`config.mk`:
```
export PLATFORM = sky130hd
export DESIGN_NAME = adder_pipe
export DESIGN_NICKNAME = d
export VERILOG_FILES = /design/src/rtl/adder_pipe_pkg.sv /design/src/rtl/adder_pipe_stage.sv /design/src/rtl/adder_pipe.sv
export SDC_FILE = /design/constraint.sdc
export NUM_CORES = 1
export LEC_CHECK = 0
export ABC_AREA = 1
export CAP_MARGIN = 0
export CORE_MARGIN = 4
export CORE_UTILIZATION = 67
export CTS_BUF_LIST = sky130_fd_sc_hd__clkbuf_4 sky130_fd_sc_hd__clkbuf_8
export DETAILED_ROUTE_END_ITERATION = 16
export DONT_BUFFER_PORTS = 1
export HOLD_SLACK_MARGIN = 0.02
export PLACE_DENSITY = 0.91
export SYNTH_ARGS = -nofsm -noshare
export SYNTH_HDL_FRONTEND = slang
export SYNTH_SLANG_ARGS = --single-unit
```
`constraint.sdc`:
```
create_clock -name clk -period 2.6 [get_ports clk]
set_input_delay 0.52 -clock clk [delete_from_list [all_inputs] [get_ports clk]]
set_output_delay 0.52 -clock clk [all_outputs]
set_load 0.02 [all_outputs]
```
`src/rtl/adder_pipe_pkg.sv`:
```
// adder_pipe_pkg
//   Shared types and helpers for the adder_pipe unit.
//   - op_e       : lane operation select (add / subtract)
//   - TXN_CNT_W  : width of the completed-transaction counter
//   - MAX_W      : widest supported lane; lane_res_t is sized for it
//   - add_sub()  : one-lane add/subtract on width+1 bits, returns {co, c}
package adder_pipe_pkg;

  typedef enum logic {
    OP_ADD = 1'b0,
    OP_SUB = 1'b1
  } op_e;

  localparam int TXN_CNT_W = 16;
  localparam int MAX_W     = 32;

  // Lane result sized for the widest lane; callers keep c[WIDTH-1:0].
  typedef struct packed {
    logic             co;
    logic [MAX_W-1:0] c;
  } lane_res_t;

  // Operands must already be zero-extended to MAX_W and be < 2**width.
  // Add: carry is bit `width` of the extended sum.
  // Sub: borrow is simply a < b; the result wraps modulo 2**width.
  function automatic lane_res_t add_sub(
    input op_e              op,
    input logic [MAX_W-1:0] a,
    input logic [MAX_W-1:0] b,
    input int unsigned      width
  );
    logic [MAX_W:0]   full;
    logic [MAX_W-1:0] mask;
    lane_res_t        r;
    mask = MAX_W'((33'(1) << width) - 33'(1));
    if (op == OP_ADD) begin
      full = {1'b0, a} + {1'b0, b};
    end else begin
      full = {1'b0, a} - {1'b0, b};
    end
    r.c  = full[MAX_W-1:0] & mask;
    r.co = (op == OP_ADD) ? full[width[5:0]] : (a < b);
    return r;
  endfunction

endpackage

```
`src/rtl/adder_pipe_stage.sv`:
```
// adder_pipe_stage
//   One valid/ready pipeline register with a generic payload.
//   in_ready = !valid_q || out_ready, so a full stage can accept on the
//   same cycle its content moves on. Payload is held while stalled.
// Ports
//   clk        clock (posedge)
//   rst        asynchronous active-low reset
//   in_valid   upstream item valid
//   in_ready   this stage can take an item
//   in_data    upstream payload [PW-1:0]
//   out_valid  this stage holds an item
//   out_ready  downstream takes the item
//   out_data   registered payload [PW-1:0]
module adder_pipe_stage #(
  parameter int PW = 8
) (
  input  logic          clk,
  input  logic          rst,
  input  logic          in_valid,
  output logic          in_ready,
  input  logic [PW-1:0] in_data,
  output logic          out_valid,
  input  logic          out_ready,
  output logic [PW-1:0] out_data
);

  logic          valid_q, valid_d;
  logic [PW-1:0] data_q, data_d;

  assign in_ready  = !valid_q || out_ready;
  assign out_valid = valid_q;
  assign out_data  = data_q;

  always_comb begin
    valid_d = valid_q;
    data_d  = data_q;
    if (in_valid && in_ready) begin
      valid_d = 1'b1;
      data_d  = in_data;
    end else if (out_ready) begin
      valid_d = 1'b0;
    end
  end

  always_ff @(posedge clk or negedge rst) begin
    if (!rst) begin
      valid_q <= 1'b0;
      data_q  <= '0;
    end else begin
      valid_q <= valid_d;
      data_q  <= data_d;
    end
  end

endmodule

```
`src/rtl/adder_pipe.sv`:
```
// adder_pipe
//   Pipelined multi-lane add/subtract unit with valid/ready on both sides.
//   Lane arithmetic is done combinationally in front of the first register
//   stage; the STAGES register stages only forward {co, c}. Unstalled
//   latency is STAGES cycles at one item per cycle. in_ready is
//   combinational from out_ready through the stage chain (no skid buffer).
//   Build option: define ADDER_PIPE_SAT_EN for saturating results
//   (add with carry -> all ones, sub with borrow -> 0; co still reported).
// Ports
//   clk        clock (posedge)
//   rst        asynchronous active-low reset
//   in_valid   a/b/op valid
//   in_ready   unit can accept
//   op         0 = add, 1 = subtract (a - b), all lanes
//   a, b       operands, lane i at [i*WIDTH +: WIDTH]
//   out_valid  c/co valid
//   out_ready  consumer accepts
//   c          results, same packing as a/b
//   co         per-lane carry (add) or borrow (sub)
//   txn_cnt    completed output transfers, wraps
module adder_pipe
  import adder_pipe_pkg::*;
#(
  parameter int WIDTH  = 8,
  parameter int LANES  = 1,
  parameter int STAGES = 2
) (
  input  logic                   clk,
  input  logic                   rst,
  input  logic                   in_valid,
  output logic                   in_ready,
  input  logic                   op,
  input  logic [LANES*WIDTH-1:0] a,
  input  logic [LANES*WIDTH-1:0] b,
  output logic                   out_valid,
  input  logic                   out_ready,
  output logic [LANES*WIDTH-1:0] c,
  output logic [LANES-1:0]       co,
  output logic [TXN_CNT_W-1:0]   txn_cnt
);

  localparam int PW = LANES*WIDTH + LANES;

  logic [LANES*WIDTH-1:0] c_d;
  logic [LANES-1:0]       co_d;

  // Per-lane arithmetic feeding stage 0.
  genvar gi;
  generate
    for (gi = 0; gi < LANES; gi++) begin : g_lane
      lane_res_t        res;
      logic [WIDTH-1:0] c_lane;

      always_comb begin
        res    = add_sub(op_e'(op), MAX_W'(a[gi*WIDTH +: WIDTH]),
                         MAX_W'(b[gi*WIDTH +: WIDTH]), WIDTH);
        c_lane = res.c[WIDTH-1:0];
`ifdef ADDER_PIPE_SAT_EN
        if (res.co) begin
          c_lane = (op_e'(op) == OP_SUB) ? '0 : '1;
        end
`endif
      end

      assign c_d[gi*WIDTH +: WIDTH] = c_lane;
      assign co_d[gi]               = res.co;

      // Bits above WIDTH are always zero for a narrow lane.
      if (WIDTH < MAX_W) begin : g_hi
        logic unused_hi;
        assign unused_hi = |res.c[MAX_W-1:WIDTH];
      end
    end
  endgenerate

  // Stage chain: index k is the input side of stage k, index STAGES the output.
  logic [STAGES:0] stage_valid;
  logic [STAGES:0] stage_ready;
  logic [PW-1:0]   stage_data [0:STAGES];

  assign stage_valid[0]      = in_valid;
  assign stage_data[0]       = {co_d, c_d};
  assign stage_ready[STAGES] = out_ready;
  assign in_ready            = stage_ready[0];
  assign out_valid           = stage_valid[STAGES];
  assign {co, c}             = stage_data[STAGES];

  generate
    for (gi = 0; gi < STAGES; gi++) begin : g_stage
      adder_pipe_stage #(
        .PW(PW)
      ) u_stage (
        .clk      (clk),
        .rst      (rst),
        .in_valid (stage_valid[gi]),
        .in_ready (stage_ready[gi]),
        .in_data  (stage_data[gi]),
        .out_valid(stage_valid[gi+1]),
        .out_ready(stage_ready[gi+1]),
        .out_data (stage_data[gi+1])
      );
    end
  endgenerate

  // Completed-transfer counter; natural wrap at 2**TXN_CNT_W.
  logic [TXN_CNT_W-1:0] txn_cnt_q, txn_cnt_d;

  always_comb begin
    txn_cnt_d = txn_cnt_q;
    if (out_valid && out_ready) begin
      txn_cnt_d = txn_cnt_q + TXN_CNT_W'(1);
    end
  end

  always_ff @(posedge clk or negedge rst) begin
    if (!rst) begin
      txn_cnt_q <= '0;
    end else begin
      txn_cnt_q <= txn_cnt_d;
    end
  end

  assign txn_cnt = txn_cnt_q;

endmodule
```
# ---- Word-level counts from Yosys, hierarchy flattened
# Cells that the tools add are included.
dict set report word_totals {
  memories 0
  reg_bits 36
  mem_bits_rw 0
  latchBits 0
  output_inout_bits 27
  romBits 0
}
dict set report classes {
  order_cmp 1
  n_eq_ne 0
  bitwise_logic 0
  shift 0
  n_addsub 3
  div 0
  n_mul 0
  reduce_logical 9
  muxes 6
}
# cell n
set op_table {}
lappend op_table {{$add A16 B1 Y16 const B} 1}
lappend op_table {{$add A8 B8 Y9} 1}
lappend op_table {{$mux W9} 1}
lappend op_table {{$sub A8 B8 Y9} 1}
lappend op_table {{$lt A8 B8 Y1} 1}
lappend op_table {{$mux W1} 5}
lappend op_table {{$reduce_bool A2 Y1} 2}
lappend op_table {{$logic_and A1 B1 Y1} 3}
lappend op_table {{$logic_not A1 Y1} 2}
lappend op_table {{$logic_or A1 B1 Y1} 2}

# ---- Logic depth before layout (Yosys ltp)
dict set report depth {
  word_depth 5
  mapped_depth 12
}

# ---- Modules after synthesis
# Synthesis repeated with hierarchy kept, for this count alone.
dict set report unflattened {
  cells_unflattened 325
  area_unflattened_um2 2547.4
}
# module cells_per_inst n_inst area_per_inst_um2 seq_area_each_um2
set modules_own_cells {}
lappend modules_own_cells {adder_pipe 239 1 1619.1 400.4}
lappend modules_own_cells {adder_pipe_stage 43 2 464.2 250.2}

# ---- Least setup slack after synthesis
# OpenSTA, ideal clock, no wires.
dict set report synth_path {
  path_kind {input -> register}
  startpoint {in a[0]}
  endpoint {reg g_stage[0].u_stage.data_q[6]}
  t_required_ns 2.482
  stages 9
  arrival_ns 1.655
  slack_ns 0.827
  path_cell_list {ha_1 > inv_1 > fa_1 > o21ai_0 > nand3_1 > nand3_1 > nand3_1 > nand3_1 > nand2_1}
}
dict set report synth_between {
  elab_chain_cells 2
}
# element line_no
set synth_lines {}
lappend synth_lines {{from (decl)} adder_pipe.sv:33} ;# input logic [LANES*WIDTH-1:0] a,
lappend synth_lines {{$add A8 B8 Y9 / $sub A8 B8 Y9 (equally long branches)} {adder_pipe_pkg.sv:37, adder_pipe_pkg.sv:39}}
lappend synth_lines {{$mux W9 *} adder_pipe_pkg.sv:36} ;# if (op == OP_ADD) begin
lappend synth_lines {{to (signal assigned)} adder_pipe_stage.sv:51} ;# data_q <= data_d;
lappend synth_lines {{to (decl)} adder_pipe_stage.sv:28} ;# logic [PW-1:0] data_q, data_d;
# Every way passes the cells marked *; elsewhere a longest branch is shown, timed or not.
# A chain may end at the register's enable or synchronous reset.

# ---- Worst setup path in the final report
dict set report layout_path {
  startpoint {reg g_stage[1].u_stage.valid_q}
  endpoint {reg g_stage[0].u_stage.data_q[3]}
}
dict set report layout_between {
  elab_chain_cells 4
}
# element line_no
set layout_lines {}
lappend layout_lines {{from (decl)} adder_pipe_stage.sv:27} ;# logic valid_q, valid_d;
lappend layout_lines {{from (signal assigned)} adder_pipe_stage.sv:50} ;# valid_q <= valid_d;
lappend layout_lines {{$logic_not A1 Y1} adder_pipe_stage.sv:30} ;# assign in_ready = !valid_q || out_ready;
lappend layout_lines {{$logic_or A1 B1 Y1 (2 in series)} adder_pipe_stage.sv:30}
lappend layout_lines {{via in_ready} adder_pipe.sv:31} ;# output logic in_ready,
lappend layout_lines {{$logic_and A1 B1 Y1} adder_pipe_stage.sv:37} ;# if (in_valid && in_ready) begin
# The timed path passes the listed nets, and every way through them passes these cells.

==> impl_metrics.tcl <==
set metrics [dict create \
    power.leakage_nw 1.32 \
    cts_tree "yes" \
    arrival_ps 1940 \
    crit_path_start_kind "register" \
    hold_class "in2reg" \
    min_period_over_period 0.664 \
    irDropWorstVdd_v 0.000261 \
    wl_per_cell_um 11.8 \
    yosysWarnings 0 \
    vias 1638 \
    status "finished clean" \
    vias_per_cell 5.20 \
    cp.required_ps 2820 \
    layout_min_cycle_time_ps 1730 \
    yosysTopAreaCell "dfrtp_1" \
    finalNonFillerCells 315 \
    grt_antenna_before_repair 0 \
    dp_slack_ps 676 \
    seq_area_frac_synth 0.407 \
    slew_viol_final 0 \
    yosys-top-cells-count "73 x nand2_1, 41 x inv_1, 36 x dfrtp_1, 21 x nand3_1, 17 x ha_1" \
    diodes 0 \
    dpl.cell_count 306 \
    syn2layout_area_growth_pct 5.60 \
    place.port_buffers 0 \
    n_fill_cell 236 \
    skew_ps 8.98 \
    ant_nets 0 \
    synthArstFlopShare 1.00 \
    fp.dieH_um 65.4 \
    initial_core_util 0.712 \
    grt_pass1_vias 1632 \
    rsz0062_at_grt "no" \
    ys_types 27 \
    final_core_util 0.752 \
    drv_cap 0 \
    dieArea_um2 4280 \
    clkSinkCount 36 \
    grt_pass1_wl_mm 6.76 \
    synth_area_um2 2210 \
    p_per_area_nw_per_um2 656 \
    final_nets 311 \
    final_hold_viol_count 0 \
    synth_cells 265 \
    core-area_um2 3100 \
    drc 0 \
    synth_most_common_cell "nand2_1" \
    hpwl_mm 3.02 \
    htreeDepth 2 \
    path_max_fanout 11 \
    setup_tns_ps 0 \
    num_rows 20 \
    cts_buffers 5 \
    synthDominantCellAreaShare 0.407 \
    worst_pin_slew_ps 410 \
    drt_wl_total_mm 3.72 \
    synthTopCellsByArea "dfrtp_1 41%, nand2_1 12%, ha_1 9.6%, inv_1 7.0%, nand3_1 4.8%" \
    synth_edf_count 0 \
    grt_use_total 0.204 \
    clk_latency_ps 330 \
    top_level_ports 48 \
    syn-num-nets 305 \
    max_slew_margin 0.726 \
    cts.path.max_buffers 2 \
    drt_iter0_markers 49 \
    setup_viol 0 \
    clock-root-buffer "clkbuf_4" \
    die_w_um 65.4 \
    path_clk_slew_ps 100 \
    drive_gt1_frac 0.103 \
    yosys_register_bits 36 \
    grt_overflow 0 \
    cp-end-kind "register" \
    grt_max_degree 37 \
    drt_first_pass_iters 4 \
    max_freq_mhz 580 \
    place.gp.congestion 0.836 \
    crit_type "reg2reg" \
    ys.flop_type "dfrtp_1" \
    worst_slack_ps 875 \
    avgSynthCellArea_um2 8.34 \
]
[power by group]
| group | switching (mW) | total, mW | internal, mW |
|---|---|---|---|
| registers | 0.236 | 0.923 | 0.687 |
| clock network | 0.166 | 0.276 | 0.110 |
| logic | 0.183 | 0.333 | 0.149 |
| total | 0.585 | 1.53 | 0.946 |
[sequential cells by signal (all words and copies together), names as in the netlist]
name,count
g_stage.u_stage.out_data,18
txn_cnt,16
g_stage.u_stage.out_valid,2
[layer usage]
layer | share of wire | global-route usage | wire length (µm) | up-vias
met2 | 0.49 | 0.350 | 1810 | 45
li1 | - | - | - | 835
met4 | 0.021 | 0.104 | 78 | 0
met5 | 0 | 0 | 0 | -
met3 | 0.069 | 0.0547 | 257 | 5
met1 | 0.42 | 0.231 | 1580 | 753
[cell type report]
cell class | instances | area [µm²] | share of cell area
Clock inverter | 1 | 5.00 | 0.00214
Multi-Input combinational cell | 182 | 1130 | 0.484
Sequential cell | 36 | 901 | 0.386
Tap cell | 44 | 55.1 | 0.0236
Timing Repair Buffer | 3 | 37.5 | 0.0161
Clock buffer | 6 | 45.0 | 0.0193
Inverter | 43 | 161 | 0.0691
[what timing repair did]
item,in CTS,in global routing
endpoints found under the hold margin,36,0
buffers inserted,0,0
hold buffers,2,0
gates resized for setup,0,0
[layout by cell type, fill, tap and decap left out, types with 2 or more instances in the layout]
master,Yosys,layout
nand2_1,73,73
o211ai_1,2,2
nand2_2,3,3
nor2_1,10,10
clkbuf_4,0,6
nand2_4,2,2
o21ai_0,9,9
a21oi_1,8,8
xnor2_1,7,7
ha_1,17,17
xor2_1,9,9
nand3_1,21,21
nor3_1,2,2
nor2_4,4,4
mux2_2,6,6
dfrtp_1,36,36
inv_1,41,41
fa_1,2,2
nand3_2,2,2
[cell families after synthesis]
logic type | share of synthesized area
AND/OR/NAND/NOR | 0.251
buffers and inverters | 0.0815
flip-flops | 0.407
AO/OA/AOI/OAI | 0.0515
adder cells (fa/ha/maj) | 0.114
XOR/XNOR | 0.0634
multiplexers | 0.0306
[critical path, cell delays in order, from the launching register on]
cell      delay, ps
dfrtp_1         520
nand3_1         310
nand2_1         140
buf_4           180
clkinv_1        210
nand3_1         160
o21ai_0          90
[per-stage QoR]
stage	power [mW]	hold WS (ps)	instance area, µm²
final	1.53	366	2330
after global routing	1.64	362	2330
after CTS	1.55	343	2330
after detailed placement	1.26	225	2250
after global placement	1.24	225	2250
after floorplan	1.18	224	2210
[final timing paths]
kind | start | endpoint | slack [ps] | depth (start not counted)
setup / recovery | g_stage[1].u_stage.out_valid$_DFFE_PN0P_ | g_stage[0].u_stage.out_data[3]$_DFFE_PN0P_ | 870 | 6
setup reg to reg | g_stage[1].u_stage.out_valid$_DFFE_PN0P_ | g_stage[0].u_stage.out_data[3]$_DFFE_PN0P_ | 870 | 6
hold / removal | out_ready | g_stage[1].u_stage.out_valid$_DFFE_PN0P_ | 370 | 3
max in group asynchronous | rst | g_stage[1].u_stage.out_data[1]$_DFFE_PN0P_ | 1790 | 2
hold reg to reg | g_stage[0].u_stage.out_data[8]$_DFFE_PN0P_ | g_stage[0].u_stage.out_data[8]$_DFFE_PN0P_ | 490 | 2
min in group asynchronous | rst | txn_cnt[7]$_DFFE_PN0P_ | 640 | 2
Power figures use the tool's default switching activity.
